`src/rtl/cpu_edu_pkg.sv`:
```
// Shared fetch-path constants and the buffered fetch entry (instruction word plus its PC).
package cpu_edu_pkg;

    localparam int ADDR_W = 16;
    localparam int INSTR_W = 16;
    localparam logic [ADDR_W-1:0] RESET_PC = 16'h0000;

    typedef struct packed {
        logic [INSTR_W-1:0] instr;
        logic [ADDR_W-1:0]  pc;
    } fetch_entry_t;

endpackage

```
`src/rtl/fetch_fifo.sv`:
```
// Synchronous FIFO of fetch entries: head visible the cycle after push, push/pop same cycle keeps count.
// Flush (and reset) empties it and wins over push; the caller must never push when full.
module fetch_fifo
    import cpu_edu_pkg::*;
#(
    parameter int DEPTH = 4
) (
    input  logic                       clk,
    input  logic                       rst,
    input  logic                       push,
    input  fetch_entry_t               din,
    input  logic                       pop,
    input  logic                       flush,
    output logic [$clog2(DEPTH+1)-1:0] count,
    output fetch_entry_t               head
);

    localparam int PW = $clog2(DEPTH);
    localparam int CW = $clog2(DEPTH+1);

    fetch_entry_t    mem [DEPTH];
    logic [PW-1:0]   rd_ptr;
    logic [PW-1:0]   wr_ptr;

    always_ff @(posedge clk) begin
        if (rst || flush) begin
            rd_ptr <= '0;
            wr_ptr <= '0;
            count  <= '0;
        end else begin
            if (push) begin
                mem[wr_ptr] <= din;
                wr_ptr      <= wr_ptr + PW'(1);
            end
            if (pop) begin
                rd_ptr <= rd_ptr + PW'(1);
            end
            case ({push, pop})
                2'b10:   count <= count + CW'(1);
                2'b01:   count <= count - CW'(1);
                default: count <= count;
            endcase
        end
    end

    assign head = mem[rd_ptr];

    // The fetch credit check upstream is what keeps this from ever firing.
    assert property (@(posedge clk) disable iff (rst || flush) !(push && count == CW'(DEPTH)));

endmodule

```
`src/rtl/instr_prefetch_unit.sv`:
```
// Prefetch from a 1-cycle ROM into a small FIFO; first word valid 2 cycles after reset, 3 after redirect.
// Decode backpressure holds the head; fetch stops once buffered plus in-flight words fill the FIFO.
module instr_prefetch_unit
    import cpu_edu_pkg::*;
#(
    parameter int DEPTH = 4
) (
    input  logic               clk,
    input  logic               rst,
    output logic [ADDR_W-1:0]  rom_addr,
    input  logic [INSTR_W-1:0] rom_data,
    output logic [INSTR_W-1:0] instr,
    output logic [ADDR_W-1:0]  instr_pc,
    output logic               instr_valid,
    input  logic               instr_ready,
    input  logic               redirect,
    input  logic [ADDR_W-1:0]  redirect_pc
);

    localparam int CW = $clog2(DEPTH+1);
    localparam logic [CW:0] DEPTH_V = DEPTH[CW:0];

    logic [ADDR_W-1:0] fetch_pc;
    logic [ADDR_W-1:0] issue_pc_q;
    logic              issue_q;
    logic              issue;
    logic              push;
    logic              pop;
    logic [CW-1:0]     count;
    logic [CW:0]       in_use;
    fetch_entry_t      head;
    fetch_entry_t      din;

    // The in-flight ROM read already owns a slot, so it counts against the credit.
    assign in_use      = {1'b0, count} + {{CW{1'b0}}, issue_q};
    assign issue       = !redirect && (in_use < DEPTH_V);
    assign push        = issue_q && !redirect;
    assign instr_valid = (count != '0);
    assign pop         = instr_valid && instr_ready;
    assign din         = {rom_data, issue_pc_q};
    assign rom_addr    = fetch_pc;
    assign instr       = instr_valid ? head.instr : '0;
    assign instr_pc    = instr_valid ? head.pc : '0;

    always_ff @(posedge clk) begin
        if (rst) begin
            fetch_pc   <= RESET_PC;
            issue_q    <= 1'b0;
            issue_pc_q <= '0;
        end else if (redirect) begin
            fetch_pc <= redirect_pc;
            issue_q  <= 1'b0;
        end else if (issue) begin
            fetch_pc   <= fetch_pc + ADDR_W'(1);
            issue_q    <= 1'b1;
            issue_pc_q <= fetch_pc;
        end else begin
            issue_q <= 1'b0;
        end
    end

    fetch_fifo #(
        .DEPTH (DEPTH)
    ) u_fifo (
        .clk   (clk),
        .rst   (rst),
        .push  (push),
        .din   (din),
        .pop   (pop),
        .flush (redirect),
        .count (count),
        .head  (head)
    );

endmodule

```
`config.mk`:
```
export PLATFORM = sky130hd
export DESIGN_NAME = instr_prefetch_unit
export DESIGN_NICKNAME = d
export VERILOG_FILES = /design/src/rtl/cpu_edu_pkg.sv /design/src/rtl/fetch_fifo.sv /design/src/rtl/instr_prefetch_unit.sv
export SDC_FILE = /design/constraint.sdc
export NUM_CORES = 1
export LEC_CHECK = 0
export ABC_AREA = 0
export CORE_MARGIN = 3
export CORE_UTILIZATION = 55
export DETAILED_ROUTE_END_ITERATION = 8
export GPL_TIMING_DRIVEN = 1
export PLACE_DENSITY_LB_ADDON = 0.05
export SLEW_MARGIN = 5
export SYNTH_ARGS = -nofsm -noshare
export SYNTH_HDL_FRONTEND = slang
export SYNTH_SLANG_ARGS = --single-unit
```
`constraint.sdc`:
```
create_clock -name clk -period 3.4 [get_ports clk]
set_clock_uncertainty 0.2 [all_clocks]
set_input_delay 0.68 -clock clk [delete_from_list [all_inputs] [get_ports clk]]
set_output_delay 0.68 -clock clk [all_outputs]
set_load 0.01 [all_outputs]
```
==> flow_metrics.tcl, run 1 <==
set metrics [dict create \
    globalRoute.busiestLayer "met2" \
    clk_latency_ns 0.42 \
    reg2reg_from "u_fifo.count[0]" \
    wl_per_cell_um 18.5 \
    final_hold_viol_count 0 \
    grt_use_met2 0.349 \
    netlist_area_mm2 0.00679 \
    synth_top_area_frac 0.566 \
    clk_path_buf_depth 2 \
    grt_max_degree 35 \
    cp.arrival_ns 2.30 \
    p_sw_uw 879 \
    grt_pass1_wl_um 21400 \
    start_kind "flip-flop" \
    synth_edf_count 128 \
    cp_slowest_cell "mux4_2" \
    gr-usage-met1 0.274 \
    cts_tree "built" \
    antenna_left 0 \
    path_class "reg -> out" \
    synth_area_leaders "edfxtp_1 (57%), dfxtp_1 (12%), mux4_2 (11%)" \
    synth_nets 484 \
    dpl.hpwl_um 8390 \
    core_area_mm2 0.0118 \
    final_core_util 0.722 \
    r2r_end "u_fifo.count[2]" \
    clockRootBuffer "clkbuf_16" \
    r2r_setup_slack_ns 0.82 \
    intPower_mw 3.61 \
    setup_viol 0 \
    tightest_slew_ns 0.571 \
    ys_ff_latch 170 \
    cpPeakStageDelay_ns 0.56 \
    synthTopCellsByCount "edfxtp_1 (128), nand2_1 (45), dfxtp_1 (42), and2_1 (34), mux4_2 (32)" \
    grt_use_met3 0.0566 \
    area_growth_syn_to_layout_pct 25.0 \
    postLayoutCellArea_mm2 0.00849 \
    clk_pin_slew_ns 0.06 \
    synth_cells 441 \
    synth_most_common_cell "edfxtp_1" \
    nets 578 \
    vias_per_cell 5.58 \
    hold_buffers 0 \
    p_sw_frac 0.196 \
    clkPwrFrac 0.441 \
    rsz0062_at_grt "false" \
    rows 39 \
    fmaxAchievable_ghz 0.315 \
    place_area_mm2 0.00787 \
    cts_resized 0 \
    hold_depth 2 \
    combPwrFrac 0.046 \
    hold_path.startpoint "issue_pc_q[8]" \
    postSynthAreaPerCell_um2 15.4 \
    first_iter_violations 374 \
    p_per_area_mw_per_mm2 529 \
    initial_core_util 0.577 \
    cp-end-kind "output pin" \
    p_leak_nw 2.84 \
    dieArea_mm2 0.0137 \
    min_to "issue_pc_q[8]" \
    run_status "finished clean" \
    ys_warn_count 0 \
    ys_types 40 \
    htreeDepth 4 \
    numCtsBuffers 17 \
    async_reset_ff_frac 0 \
    num_vias 3971 \
    drcViolationCount 0 \
    cts_sinks 170 \
    reg2regPathDepth 9 \
    max_cap_viol_count 0 \
    port_buffers 84 \
    overflow 0 \
    die_w_um 117 \
    synth_ff_type "edfxtp_1" \
    crit_fanout 17 \
    hold_class "reg -> reg" \
    antennaDiodeCount 0 \
    max_slew_margin 0.618 \
    final.setup.tns_ns 0 \
    gp_congestion 0.826 \
    yosysTopAreaCell "edfxtp_1" \
    antenna_found_initial 0 \
    fillers 799 \
    gr-usage-all-layers 0.212 \
    min_period_ns 3.18 \
    ys_seq_area_frac 0.690 \
    whs_ns 0.302 \
    die_h_um 117 \
    drt_pass1_iterations 4 \
    required_ns 2.52 \
    crit_chain "buf_4 -> mux4_2 -> and2_1 -> clkdlybuf4s50_1" \
    finalWirelength_um 13200 \
    drive_above_1_share 0.159 \
    grt_pass1_vias 4121 \
    pwr-share-seq 0.513 \
    post_cts_buffers 0 \
    ir_drop_uv 501 \
    final_max_slew_viol_count 0 \
    fin_crit_sh 0.935 \
    ios 85 \
]
==> registers in the layout (all words and copies together), names as in the netlist, named ones only <==
name           count
issue_pc_q        16
issue_q            1
u_fifo.rd_ptr      2
u_fifo.wr_ptr      2
rom_addr          16
u_fifo.mem       128
u_fifo.count       3
==> power groups by stage <==
stage	Clock (mW)	Combinational, mW	Sequential (mW)
floorplan	0	0.0887	2.34
global placement	0	0.203	2.34
detailed placement	0	0.208	2.35
CTS	2.02	0.209	2.30
global route	2.10	0.227	2.31
finish	1.98	0.207	2.30
==> metrics by stage <==
| step | total power [mW] | worst slack (ns) | std cells |
|---|---|---|---|
| floorplan | 2.43 | 0.493 | 441 |
| global placement | 2.55 | 0.603 | 680 |
| detailed placement | 2.55 | 0.540 | 680 |
| CTS | 4.53 | 0.165 | 712 |
| global route | 4.64 | 0.108 | 712 |
| finish | 4.49 | 0.222 | 712 |
==> worst max-delay path: cells and delay by family (launching register included) <==
kind / cells / cell delay (ns)
buffers and inverters: 2 / 0.80
flip-flops: 1 / 0.33
multiplexers: 1 / 0.56
AND/OR/NAND/NOR: 1 / 0.19
==> layer usage <==
metal | share of wire | wire length (µm) | vias up
li1 | - | - | 1853
met1 | 0.43 | 5640 | 1978
met2 | 0.51 | 6740 | 127
met3 | 0.051 | 669 | 13
met4 | 0.012 | 161 | 0
met5 | 0 | 0 | -
==> layout by cell type (no fill, tap or decap), drive strengths merged, types with 2 or more instances in the layout <==
master           n
nor3             4
and2            34
a21oi           19
nand3            8
dfxtp           42
o211ai           2
clkdlybuf4s50   84
ha               6
nand2           45
xor2             6
buf             15
clkinv           7
nor4             6
o21ai            6
clkbuf          19
inv              8
edfxtp         128
xnor2            7
a311oi           3
and3             8
mux2i            4
nor2            23
bufinv           4
or3              5
mux4            32
clkinvlp         2
a211oi           8
nand4            4
==> how the worst max path moves through the flow <==
stage | to | slack [ns] | depth (start not counted)
4_1_cts | instr_pc[15] | 0.17 | 4
3_5_place_dp | u_fifo.count[2] | 0.54 | 8
2_1_floorplan | u_fifo.count[2] | 0.49 | 11
3_3_place_gp | u_fifo.count[2] | 0.60 | 8
5_1_grt | instr_pc[15] | 0.11 | 4
6_report | instr_pc[15] | 0.22 | 4
==> cell families after synthesis <==
| group | synth area share |
|---|---|
| compound gates | 0.0383 |
| xor+xnor | 0.0168 |
| fa+ha+maj | 0.0140 |
| buf+inv | 0.0197 |
| flops | 0.690 |
| mux | 0.112 |
| simple gates | 0.109 |
==> final cells by class <==
type | count | area, µm² | share of cell area
flip-flops and latches | 170 | 4690 | 0.552
multi-input cells | 239 | 1970 | 0.232
repair buffers | 99 | 978 | 0.115
clock buffers | 19 | 443 | 0.0522
well taps | 164 | 205 | 0.0242
clock inverters | 13 | 175 | 0.0206
inverters | 8 | 30.0 | 0.00354
(Power assumes the default switching activity.)
==> run 2, diff against run 1 <==
- CELL_PAD_IN_SITES_DETAIL_PLACEMENT: not set -> 1
- CELL_PAD_IN_SITES_GLOBAL_PLACEMENT: not set -> 2
- CORE_UTILIZATION: 55 -> 40
==> run 2 against run 1 <==
Critical path depth stayed put. Utilization is 20 points lower. Hold slack worse by 0.0078 ns. Via count is 1.8% lower. Non-clock buffer count is 3 lower. Flip-flop and latch count stayed put. Register-to-register slack worse by 0.09 ns. Critical endpoint is now instr_pc[6]. Sequential share of layout area is 0.081 points lower. First-iteration DRC count is 58% lower. Design area is 0.15% higher. Sequential power hardly changed. Critical path type unchanged. Fmax is 1.4% higher. Largest cell class unchanged.
==> flow_metrics.tcl, run 2 (same netlist as run 1, synthesis figures left out) <==
set metrics [dict create \
    crit_fanout 32 \
    grt_pass1_wl_um 23300 \
    dieArea_mm2 0.0186 \
    numCtsBuffers 17 \
    hold_class "reg -> reg" \
    clk_pin_slew_ns 0.06 \
    core_area_mm2 0.0162 \
    gp_congestion 0.745 \
    regArea_mm2 0.00469 \
    tightest_slew_ns 0.593 \
    p_per_area_mw_per_mm2 507 \
    overflow 0 \
    r2r_end "u_fifo.count[2]" \
    drive_above_1_share 0.158 \
    max_slew_margin 0.603 \
    num_vias 3898 \
    die_h_um 136 \
    max_cap_viol_count 0 \
    path_class "reg -> out" \
    antenna_left 0 \
    cp.arrival_ns 2.25 \
    fillers 1599 \
    multi_input_area_mm2 0.00197 \
    rows 46 \
    r2r_setup_slack_ns 0.73 \
    final_common_cell "edfxtp_1" \
    cts_resized 0 \
    grt_use_met2 0.282 \
    required_ns 2.52 \
    first_iter_violations 156 \
    final.setup.tns_ns 0 \
    area_growth_syn_to_layout_pct 25.2 \
    antenna_found_initial 0 \
    grt_use_met3 0.0363 \
    dpl.hpwl_um 9190 \
    p_leak_nw 2.80 \
    drcViolationCount 0 \
    fmaxAchievable_ghz 0.319 \
    regMostFlops "u_fifo.mem" \
    cp-end-kind "output pin" \
    start_kind "flip-flop" \
    initial_core_util 0.418 \
    wl_per_cell_um 19.0 \
    port_buffers 84 \
    grt_pass1_vias 4335 \
    vias_per_cell 5.12 \
    min_period_ns 3.13 \
    ios 85 \
    die_w_um 136 \
    clk_path_buf_depth 2 \
    clk_latency_ns 0.42 \
    setup_viol 0 \
    drt_pass1_iterations 4 \
    antennaDiodeCount 0 \
    fin_crit_sh 0.922 \
    final_hold_viol_count 0 \
    clockRootBuffer "clkbuf_16" \
    cts_tree "built" \
    largest_reg_flops 128 \
    finalWirelength_um 14400 \
    cts_sinks 170 \
    htreeDepth 4 \
    hold_buffers 0 \
    final_cell_mix "edfxtp_1 (128), clkdlybuf4s50_1 (84), nand2_1 (45), dfxtp_1 (41), and2_1 (34)" \
    final_max_slew_viol_count 0 \
    post_cts_buffers 0 \
    grt_max_degree 36 \
    rsz0062_at_grt "false" \
    min_to "issue_pc_q[8]" \
    reg2reg_from "u_fifo.count[0]" \
    run_status "finished clean" \
    hold_depth 2 \
    gr-usage-met1 0.214 \
    hold_path.startpoint "issue_pc_q[8]" \
    ir_drop_uv 356 \
    gr-usage-all-layers 0.166 \
    whs_ns 0.294 \
    nets 575 \
    globalRoute.busiestLayer "met2" \
    reg2regPathDepth 9 \
]
run 2: cell count changes in the layout (fill, tap and decap cells not counted), moves of 2 or more:
cell,change
buf_4,-6
inv_6,+4
buf_12,+3
bufinv_16,-3
clkinv_1,-2
clkinv_2,+2
run 2: report_power, final:
part | switching, mW | total (mW) | internal, mW | leakage, nW
logic | 0.0947 | 0.208 | 0.113 | 0.965
registers | 0.0451 | 2.30 | 2.26 | 1.57
clock network | 0.789 | 1.80 | 1.01 | 0.267
run 2: per-layer routing:
| metal | up-vias | share of wire |
|---|---|---|
| met1 | 1957 | 0.45 |
| met5 | - | 0 |
| met4 | 0 | 0.013 |
| met2 | 75 | 0.50 |
| li1 | 1849 | - |
| met3 | 17 | 0.035 |
run 2: worst max-delay path: stages, from the launching register on:
cell and delay (ns):
dfxtp_2 0.34, buf_12 0.26, mux4_2 0.54, and2_1 0.20, clkdlybuf4s50_1 0.48
run 2: cell type report:
class,count,area share
Multi-Input combinational cell,239,0.232
Inverter,8,0.00353
Tap cell,216,0.0318
Sequential cell,170,0.551
Clock buffer,18,0.0505
Clock inverter,14,0.0143
Timing Repair Buffer,96,0.117
run 2: worst max path at each step:
stage,startpoint,end,slack (ns),cells past startpoint
3_5_place_dp,instr_ready,u_fifo.count[2],0.53,8
2_1_floorplan,redirect,u_fifo.count[2],0.49,11
4_1_cts,flip-flop,instr_pc[6],0.21,4
3_3_place_gp,instr_ready,u_fifo.count[2],0.58,8
6_report,flip-flop,instr_pc[6],0.27,4
5_1_grt,flip-flop,instr_pc[6],0.15,4
run 2: metrics by stage:
stage / utilization / power [mW] / std cells / instance area [µm²] / setup WS (ns)
3_5_place_dp: 0.490 / 2.56 / 729 / 7950 / 0.533
5_1_grt: 0.524 / 4.47 / 761 / 8500 / 0.148
2_1_floorplan: - / 2.43 / 441 / 6790 / 0.493
4_1_cts: 0.524 / 4.37 / 761 / 8500 / 0.212
3_3_place_gp: 0.490 / 2.55 / 729 / 7950 / 0.581
6_report: 0.524 / 4.31 / 761 / 8500 / 0.266
